### src/rtl/ultra_pkg.sv
// ultra_pkg: shared types and default timing constants for the ultrasonic
// ranging scheduler and its testbench.
package ultra_pkg;

   typedef enum logic [2:0] {
      ST_IDLE,
      ST_TRIG,
      ST_WAIT_RISE,
      ST_MEASURE,
      ST_HOLD
   } us_state_t;

   localparam int TRIG_CYCLES_DEF = 1200;
   localparam int SLOT_CYCLES_DEF = 6501200;

   localparam int US_ID_MAX_W = 8;
   localparam int US_CW_MAX   = 32;

   // Fields are sized for the largest supported configuration; the top
   // slices them down to its own parameterised widths.
   typedef struct packed {
      logic [US_ID_MAX_W-1:0] id;
      logic [US_CW_MAX-1:0]   cycles;
      logic                   timeout;
   } us_result_t;

endpackage

### src/rtl/echo_sync.sv
// echo_sync: two-flop synchronizer for one asynchronous echo pin, plus
// single-cycle rise/fall pulses derived from the synchronized level.
module echo_sync (
   input  logic clk,
   input  logic rst_n,
   input  logic echo_in,
   output logic level,
   output logic rise,
   output logic fall
);

   logic meta_q, meta_d;
   logic sync_q, sync_d;
   logic prev_q, prev_d;

   always_comb begin
      meta_d = echo_in;
      sync_d = meta_q;
      prev_d = sync_q;
   end

   always_ff @(posedge clk) begin
      if (!rst_n) begin
         meta_q <= 1'b0;
         sync_q <= 1'b0;
         prev_q <= 1'b0;
      end else begin
         meta_q <= meta_d;
         sync_q <= sync_d;
         prev_q <= prev_d;
      end
   end

   assign level = sync_q;
   assign rise  = sync_q & ~prev_q;
   assign fall  = ~sync_q & prev_q;

endmodule

### src/rtl/ultrasonic_scheduler.sv
// ultrasonic_scheduler: round-robin trigger/echo engine shared across sensors,
// one fixed-length slot and one result per sensor. Define OBSTACLE_CMP_EN to
// build the per-sensor obstacle threshold comparator.
module ultrasonic_scheduler
   import ultra_pkg::*;
#(
   parameter int NUM_SENSORS = 3,
   parameter int TRIG_CYCLES = TRIG_CYCLES_DEF,
   parameter int SLOT_CYCLES = SLOT_CYCLES_DEF,
   parameter int CW          = 23
) (
   input  logic                           clk,
   input  logic                           rst_n,
   input  logic                           enable,
   input  logic [NUM_SENSORS-1:0]         echo,
   input  logic [CW-1:0]                  thresh_cycles,
   output logic [NUM_SENSORS-1:0]         trig,
   output logic                           dist_valid,
   output logic [$clog2(NUM_SENSORS)-1:0] dist_id,
   output logic [CW-1:0]                  echo_cycles,
   output logic                           timeout,
   output logic [NUM_SENSORS-1:0]         obstacle
);

   localparam int IW = $clog2(NUM_SENSORS);
   localparam logic [CW-1:0] TRIG_LAST = CW'(TRIG_CYCLES - 1);
   localparam logic [CW-1:0] SLOT_LAST = CW'(SLOT_CYCLES - 1);
   localparam logic [CW-1:0] CNT_MAX   = {CW{1'b1}};
   localparam logic [IW-1:0] SEL_LAST  = IW'(NUM_SENSORS - 1);

   us_state_t               state_q, state_d;
   logic [CW-1:0]           slot_cnt_q, slot_cnt_d;
   logic [CW-1:0]           echo_cnt_q, echo_cnt_d;
   logic [IW-1:0]           sel_q, sel_d;
   logic [NUM_SENSORS-1:0]  trig_q, trig_d;
   logic                    valid_q, valid_d;
   us_result_t              res_q, res_d;

   logic                    report;
   logic [CW-1:0]           rep_cycles;
   logic                    rep_timeout;
   logic                    echo_sel, echo_level, echo_rise, echo_fall;

   assign echo_sel = echo[sel_q];

   echo_sync u_echo_sync (
      .clk     (clk),
      .rst_n   (rst_n),
      .echo_in (echo_sel),
      .level   (echo_level),
      .rise    (echo_rise),
      .fall    (echo_fall)
   );

   always_comb begin
      state_d     = state_q;
      slot_cnt_d  = slot_cnt_q;
      echo_cnt_d  = echo_cnt_q;
      sel_d       = sel_q;
      valid_d     = 1'b0;
      res_d       = res_q;
      report      = 1'b0;
      rep_cycles  = '0;
      rep_timeout = 1'b0;

      if (state_q != ST_IDLE) begin
         slot_cnt_d = slot_cnt_q + 1'b1;
      end

      case (state_q)
         ST_IDLE: begin
            if (enable) begin
               state_d    = ST_TRIG;
               slot_cnt_d = '0;
               echo_cnt_d = '0;
            end
         end
         ST_TRIG: begin
            if (slot_cnt_q == TRIG_LAST) begin
               state_d = ST_WAIT_RISE;
            end
         end
         ST_WAIT_RISE: begin
            if (echo_rise) begin
               state_d    = ST_MEASURE;
               echo_cnt_d = CW'(1);
            end
         end
         ST_MEASURE: begin
            if (echo_fall) begin
               report      = 1'b1;
               rep_cycles  = echo_cnt_q;
               rep_timeout = 1'b0;
               state_d     = ST_HOLD;
            end else if (echo_level && echo_cnt_q != CNT_MAX) begin
               echo_cnt_d = echo_cnt_q + 1'b1;
            end
         end
         ST_HOLD: begin
         end
         default: begin
            state_d = ST_IDLE;
         end
      endcase

      // A slot that never reached HOLD reports a timeout, counting this cycle's echo.
      if (state_q != ST_IDLE && slot_cnt_q == SLOT_LAST) begin
         if (!report && state_q != ST_HOLD) begin
            report      = 1'b1;
            rep_timeout = 1'b1;
            rep_cycles  = (state_q == ST_MEASURE) ? echo_cnt_d : '0;
         end
         sel_d      = (sel_q == SEL_LAST) ? '0 : sel_q + 1'b1;
         slot_cnt_d = '0;
         echo_cnt_d = '0;
         state_d    = enable ? ST_TRIG : ST_IDLE;
      end

      if (report) begin
         valid_d       = 1'b1;
         res_d.id      = US_ID_MAX_W'(sel_q);
         res_d.cycles  = US_CW_MAX'(rep_cycles);
         res_d.timeout = rep_timeout;
      end

      trig_d = '0;
      if (state_d == ST_TRIG) begin
         trig_d = NUM_SENSORS'(1) << sel_d;
      end
   end

   always_ff @(posedge clk) begin
      if (!rst_n) begin
         state_q    <= ST_IDLE;
         slot_cnt_q <= '0;
         echo_cnt_q <= '0;
         sel_q      <= '0;
         trig_q     <= '0;
         valid_q    <= 1'b0;
         res_q      <= '0;
      end else begin
         state_q    <= state_d;
         slot_cnt_q <= slot_cnt_d;
         echo_cnt_q <= echo_cnt_d;
         sel_q      <= sel_d;
         trig_q     <= trig_d;
         valid_q    <= valid_d;
         res_q      <= res_d;
      end
   end

   assign trig        = trig_q;
   assign dist_valid  = valid_q;
   assign dist_id     = res_q.id[IW-1:0];
   assign echo_cycles = res_q.cycles[CW-1:0];
   assign timeout     = res_q.timeout;

   logic unused_res_bits;
   assign unused_res_bits = ^res_q;

`ifdef OBSTACLE_CMP_EN
   logic [NUM_SENSORS-1:0] obstacle_q, obstacle_d;

   always_comb begin
      obstacle_d = obstacle_q;
      if (report) begin
         obstacle_d[sel_q] = ~rep_timeout && (rep_cycles <= thresh_cycles);
      end
   end

   always_ff @(posedge clk) begin
      if (!rst_n) begin
         obstacle_q <= '0;
      end else begin
         obstacle_q <= obstacle_d;
      end
   end

   assign obstacle = obstacle_q;
`else
   logic unused_thresh;
   assign unused_thresh = ^thresh_cycles;
   assign obstacle      = '0;
`endif

endmodule

### config.mk
export PLATFORM = sky130hd
export DESIGN_NAME = ultrasonic_scheduler
export DESIGN_NICKNAME = d
export VERILOG_FILES = /design/src/rtl/ultra_pkg.sv /design/src/rtl/echo_sync.sv /design/src/rtl/ultrasonic_scheduler.sv
export SDC_FILE = /design/constraint.sdc
export NUM_CORES = 1
export LEC_CHECK = 0
export ABC_AREA = 0
export BUFFER_PORTS_ARGS = -buffer_cell sky130_fd_sc_hd__buf_2
export CAP_MARGIN = 20
export CELL_PAD_IN_SITES_DETAIL_PLACEMENT = 1
export CELL_PAD_IN_SITES_GLOBAL_PLACEMENT = 1
export CORE_UTILIZATION = 48
export CTS_BUF_LIST = sky130_fd_sc_hd__clkbuf_8
export DETAILED_ROUTE_END_ITERATION = 8
export MAX_ROUTING_LAYER = met4
export PLACE_DENSITY = 0.95
export SLEW_MARGIN = 15
export SYNTH_ARGS = -nofsm -noshare
export SYNTH_HDL_FRONTEND = slang
export SYNTH_SLANG_ARGS = --single-unit
### constraint.sdc
create_clock -name clk -period 3.3 [get_ports clk]
set_clock_uncertainty 0.15 [all_clocks]
set_input_delay 0.66 -clock clk [delete_from_list [all_inputs] [get_ports clk]]
set_output_delay 0.66 -clock clk [all_outputs]
set_load 0.01 [all_outputs]
==> flow_summary.toml, run 1 <==
[outcome]
outcome = "finished, violations left"
violations = "design-rule violations"

[logic_synthesis]
ys_seq_area_frac = 0.377
ys.flop_type = "dfxtp_1"
netlist_area_um2 = 4460
synthArstFlopShare = 0
synth_edf_count = 0
synth-seq-cells = 84
synth_cell_types = 68
netlist_instances = 555
yosysWarnings = 0
avgSynthCellArea_um2 = 8.04

[critical_path]
crit_family = "simple AND/OR/NAND/NOR gates"
required_ps = 3380
critPathArrivalTime_ps = 3010
worst_path_max_delay_cell = "nor4b_1"
start_kind = "register"
crit_chain = "nor4b_1, or3b_4, o21ai_2, nand2_1, o21ai_0, a21oi_1"
worstSetupPathType = "register to register"
worst-path-buf-inv = 0
crit_fanout = 14
cpPeakStageDelay_ps = 660
cp-end-kind = "register"

[routing]
drt_iter0_markers = 252
dr.pass1.iters = 8
drc = 1
wl_per_cell_um = 20.0
antenna_left = 0
wl_um = 13700
viasPerCell = 6.42
via_count = 4419

[cts]
ctsHtreeMaxLevel = 3
hold_buffers = 0
cts.repair.resized = 0
cts_sinks = 84
numCtsBuffers = 9
post_cts_buffers = 0
clk_pin_slew_worst_paths_ps = 80
clk_path_buf_depth = 2
insertion_delay_ps = 360
root_buffer = "clkbuf_8"
cts_tree = "built"

[sta]
setup_tns_ps = 0
finalHoldViolCount = 0
drv_slew = 0
fmax_mhz = 342
period_share = 0.887
period_minus_slack_ps = 2930
tightest_slew_ps = 758
max-slew-margin-rel = 0.488
setup_viol = 0
finalWorstSetupSlack_ps = 372
rsz0062_at_grt = "false"

[grt]
grt_pass1_wl_um = 22700
antenna_found_initial = 0
grt_max_degree = 31
grt-ovfl-total = 0
grt_pass1_vias = 4513
grt_use_total = 0.302

[power]
p_int_mw = 1.34
p_switching_uw = 434
clkPwrFrac = 0.381
pwr-share-seq = 0.576
power.density_nw_per_um2 = 367
power_switching_share = 0.245
irDropWorstVdd_mv = 0.204
pwr-share-comb = 0.043
p_leak_nw = 1.76

[die]
ios = 62
floorplan.initialDensity = 0.505
rows = 34
die_x_um = 98.4
core_area_um2 = 8850
dieArea_um2 = 9690
die_h_um = 98.4

[placed_design]
post-dp-hpwl_um = 9330
io_buffers = 35
gp_congestion = 0.914
preCtsSetupSlack_ps = 618

[flow_run]
maxCapViolCount = 0

[layout]
n_fill_cell = 1078
antenna_cells = 0
area_growth_pct = 8.46
fin_nets = 607
drive_gt1_frac = 0.157

[hold_path]
hold_path.class = "register to register"
synth_stat cells (all sizes together), types with 3 or more instances:
cell type   n  share of area
a211oi      4         0.0067
a21boi      4         0.0067
a21oi      30          0.034
a22oi       5         0.0084
a311oi      5         0.0098
a31oi      16          0.025
a32o        4         0.0090
and2       12          0.017
and3       14          0.020
and4        4         0.0078
buf        16          0.026
clkbuf     23          0.019
dfxtp      84           0.38
inv         6         0.0050
mux2        6          0.015
mux2i       4         0.0090
nand2      80          0.067
nand2b      5         0.0070
nand3      32          0.037
nand3b      6          0.010
nand4      17          0.024
nand4b      3         0.0059
nor2       50          0.044
nor2b       3         0.0042
nor3       12          0.016
nor3b       6          0.012
nor4        9          0.021
nor4b       4         0.0078
o211ai     12          0.026
o21a        6          0.010
o21ai      32          0.037
or2         4         0.0056
or3         9          0.013
or4         3         0.0067
xor2        3         0.0059
final cells by class:
cell class,count,area [um^2],share of cell area
Multi-Input combinational cell,428,2570,0.530
Sequential cell,84,1680,0.347
Timing Repair Buffer,47,265,0.0548
Clock buffer,11,151,0.0313
Tap cell,108,135,0.0279
Inverter,6,22.5,0.00465
Clock inverter,4,18.8,0.00388
power by group through the flow:
| stage | Clock (mW) | Sequential [mW] | Combinational, mW |
|---|---|---|---|
| 6_report | 0.676 | 1.02 | 0.0761 |
| 5_1_grt | 0.713 | 1.02 | 0.0821 |
| 4_1_cts | 0.672 | 1.02 | 0.0752 |
| 3_5_place_dp | 0 | 1.05 | 0.0737 |
| 3_3_place_gp | 0 | 1.05 | 0.0694 |
| 2_1_floorplan | 0 | 1.04 | 0.0557 |
cell usage in the layout (no fill, tap or decap), drive strengths merged, types with 6 or more instances in the layout:
cell,count
nand2,80
nand3b,6
and2,12
nand4,17
o211ai,12
inv,9
nor3b,6
clkbuf,11
o21ai,32
o21a,6
nor2,50
nor3,12
nand3,32
buf,47
a21oi,30
a31oi,16
or3,9
dfxtp,84
mux2,6
and3,14
nor4,9
path summary, 6_finish.rpt:
path / start / to / slack (ps) / cells after the start
worst max-delay path: slot_cnt_q[3] / echo_cycles[16] / 370 / 6
worst min-delay path: echo_cycles[15] / echo_cycles[15] / 290 / 2
worst max register to register: slot_cnt_q[3] / echo_cycles[16] / 370 / 6
worst min register to register: echo_cycles[15] / echo_cycles[15] / 290 / 2
stage by stage:
stage | power [mW] | instances | area, um^2 | utilization | hold WS (ps)
final | 1.78 | 688 | 4840 | 0.547 | 292
after floorplan | 1.10 | 557 | 4470 | - | 262
after global placement | 1.12 | 673 | 4670 | 0.528 | 270
after global routing | 1.82 | 688 | 4840 | 0.547 | 334
after detailed placement | 1.12 | 673 | 4670 | 0.528 | 289
after CTS | 1.77 | 688 | 4840 | 0.547 | 300
per-layer routing:
layer / share of wire / GRT usage / vias up
met5: 0 / - / -
met4: 0.028 / 0.139 / 0
li1: - / - / 2061
met2: 0.48 / 0.476 / 172
met1: 0.44 / 0.381 / 2149
met3: 0.055 / 0.0504 / 37
sequential cells by signal, summed over array words and instances, names as in the netlist, 2 cells and up:
signal and cells:
slot_cnt_q 23, echo_cycles 23, dist_id 2, echo_cnt_q 23, sel_q 2, trig 3
state_q 3
worst min-delay path: cells and delay by family, from the launching register on:
| kind | cells | cell delay, ps |
|---|---|---|
| flops | 1 | 320 |
| simple gates | 2 | 90 |
logic make-up (layout without fill, tap and decap cells):
group           count (synthesis)  in the layout  synth area share
fa+ha+maj                       2              2           0.00560
mux                            10             10            0.0241
buf+inv                        45             68            0.0499
other cells                     1              3          0.000840
compound gates                132            132             0.200
flops                          84             84             0.377
xor+xnor                        5              5           0.00981
simple gates                  276            276             0.333
Note: power is estimated with default switching activity, not from simulation.
==> run 2: changes to the inputs <==
--- a/config.mk
+++ b/config.mk
@@ -5,13 +5,12 @@
 export SDC_FILE = /design/constraint.sdc
 export NUM_CORES = 1
 export LEC_CHECK = 0
-export ABC_AREA = 0
+export ABC_AREA = 1
 export BUFFER_PORTS_ARGS = -buffer_cell sky130_fd_sc_hd__buf_2
 export CAP_MARGIN = 20
 export CELL_PAD_IN_SITES_DETAIL_PLACEMENT = 1
 export CELL_PAD_IN_SITES_GLOBAL_PLACEMENT = 1
-export CORE_UTILIZATION = 48
-export CTS_BUF_LIST = sky130_fd_sc_hd__clkbuf_8
+export CORE_UTILIZATION = 45
 export DETAILED_ROUTE_END_ITERATION = 8
 export MAX_ROUTING_LAYER = met4
 export PLACE_DENSITY = 0.95
==> run 2 against run 1 <==
  * Via count grew 25%
  * Largest cell class unchanged
  * Highest routed layer unchanged
  * Final area rose by 18%
  * The run now ends clean
  * Setup slack better by 260 ps
==> flow_summary.toml, run 2 <==
[outcome]
outcome = "finished clean"

[logic_synthesis]
netlist_instances = 817
yosysTopAreaCellShare = 0.323
yosysWarnings = 0
synth_area_leaders = "dfxtp_1 (32%), nand2_1 (14%), nand3_1 (13%)"
synth_edf_count = 0
synth_top_cell_by_area = "dfxtp_1"
synth_common_cells = "nand2_1 (194), nand3_1 (131), inv_1 (97)"
netlist_area_um2 = 5200
avgSynthCellArea_um2 = 6.37
synthArstFlopShare = 0
synth-seq-cells = 84
ys_seq_area_frac = 0.323
ys.flop_type = "dfxtp_1"
synth_cell_types = 40
post-synth-top-count-cell = "nand2_1"

[routing]
wl_per_cell_um = 16.7
antenna_left = 0
drt_iter0_markers = 242
wl_met2_um = 8630
dr.pass1.iters = 5
routedLengthMet1_um = 6660
drc = 0
wl_met3_um = 749
viasPerCell = 5.59
via_count = 5520
top_layer = "met4"
wl_um = 16500

[cts]
ctsHtreeMaxLevel = 3
root_buffer = "clkbuf_16"
cts.repair.resized = 0
cts_tree = "built"
cts_sinks = 84
numCtsBuffers = 9
insertion_delay_ps = 360
post_cts_buffers = 0
clk_path_buf_depth = 2
hold_buffers = 0
clk_pin_slew_worst_paths_ps = 70

[die]
core_area_um2 = 11000
ios = 62
die_h_um = 110
die_x_um = 110
floorplan.initialDensity = 0.472
rows = 38
dieArea_um2 = 12000

[layout]
final_cell_mix = "nand2_1 (194), nand3_1 (131), inv_1 (97)"
n_fill_cell = 1550
area_growth_pct = 9.83
multi_input_area_um2 = 2900
fin_util = 0.518
fin_nets = 874
antenna_cells = 0
drive_gt1_frac = 0.125
final-seq-area_um2 = 1680
layout_commonest_cell = "nand2_1"
final_cells = 988
final_area_um2 = 5720

[power]
clkPwrFrac = 0.477
power_switching_share = 0.254
p_switching_uw = 568
irDropWorstVdd_mv = 0.366
p_leak_nw = 2.52
p_int_mw = 1.67
p_total_mw = 2.24
power.density_nw_per_um2 = 392
pwr-share-comb = 0.060
pwr-share-seq = 0.463

[critical_path]
worst-path-buf-inv = 1
cp_common_cell = "nand2_4"
crit_chain = "ha_1, inv_1, nor2_4, nand2_4, nor2_8, nand2_2, nand2_4, o21ai_0, nand2_1, nand3_1, a21oi_1"
crit_family = "simple AND/OR/NAND/NOR gates"
required_ps = 3440
start_kind = "register"
critPathArrivalTime_ps = 2800
worstSetupPathType = "register to register"
cp-end-kind = "register"
crit_fanout = 19
worst_path_max_delay_cell = "dfxtp_1"
cpPeakStageDelay_ps = 530

[grt]
grt_max_degree = 47
grt_use_total = 0.299
grt-ovfl-total = 0
grt_pass1_vias = 5571
antenna_found_initial = 0
grt_pass1_wl_um = 26700

[sta]
fmax_mhz = 375
tightest_slew_ps = 665
period_share = 0.807
finalWorstSetupSlack_ps = 635
max-slew-margin-rel = 0.555
period_minus_slack_ps = 2660
rsz0062_at_grt = "false"
setup_viol = 0
drv_slew = 0
setup_tns_ps = 0
finalHoldViolCount = 0
fin_hold_ws_ps = 284

[flow_run]
maxCapViolCount = 0

[placed_design]
placed_cells = 972
post-dp-hpwl_um = 11400
io_buffers = 35
place_area_um2 = 5410
preCtsSetupSlack_ps = 681
gp_congestion = 0.895

[hold_path]
hold_path.class = "register to register"
## run 2: cell types whose count changed after synthesis, sizes merged, moves of 9 or more
| cell | before | now |
|---|---|---|
| or3 | 9 | 0 |
| o211ai | 12 | 0 |
| and2 | 12 | 0 |
| o21ai | 32 | 20 |
| nand4 | 17 | 31 |
| buf | 16 | 30 |
| a31oi | 16 | 0 |
| inv | 6 | 101 |
| nand3 | 32 | 132 |
| clkbuf | 23 | 4 |
| nor2 | 50 | 102 |
| nand2 | 80 | 216 |
| nor3 | 12 | 24 |
| and3 | 14 | 0 |
## run 2: final timing paths
path	from	depth (start not counted)	slack, ps	end
worst max-delay path	echo_cnt_q[0]	11	640	echo_cycles[7]
worst min-delay path	u_echo_sync.meta_q	2	280	u_echo_sync.level
worst max register to register	echo_cnt_q[0]	11	640	echo_cycles[7]
worst min register to register	u_echo_sync.meta_q	2	280	u_echo_sync.level
## run 2: cell families after synthesis
logic type                 after synthesis  share of synthesized area
AOI/OAI and AO/OA                       69                     0.0764
xor gates and xnor gates                12                     0.0202
adders and majority gates                2                    0.00481
buffers and inverters                  136                      0.122
DFF                                     84                      0.323
other                                    1                   0.000720
and+or+nand+nor                        513                      0.453
## run 2: final cells by class
type,count,area share
clock buffer,10,0.0418
clock inverter,6,0.0125
inverter,102,0.0670
multi-input combinational,599,0.508
sequential,84,0.294
tap,140,0.0306
timing repair buffer,47,0.0464
## run 2: power by group through the flow
stage               Sequential [mW]  Clock (mW)  Combinational (mW)
finish                         1.04        1.07               0.134
global route                   1.04        1.12               0.148
CTS                            1.04        1.09               0.133
detailed placement             1.06           0               0.130
global placement               1.06           0               0.125
floorplan                      1.05           0               0.108
## run 2: tightest hold or removal path: stages (launching register included)
cell,delay [ps]
dfxtp_1,310
nand2_1,50
inv_1,50
## run 2: metal layers
metal / GRT usage / up-vias
met5: - / -
met4: 0.123 / 0
met3: 0.0664 / 38
met2: 0.543 / 142
met1: 0.310 / 2636
li1: - / 2704
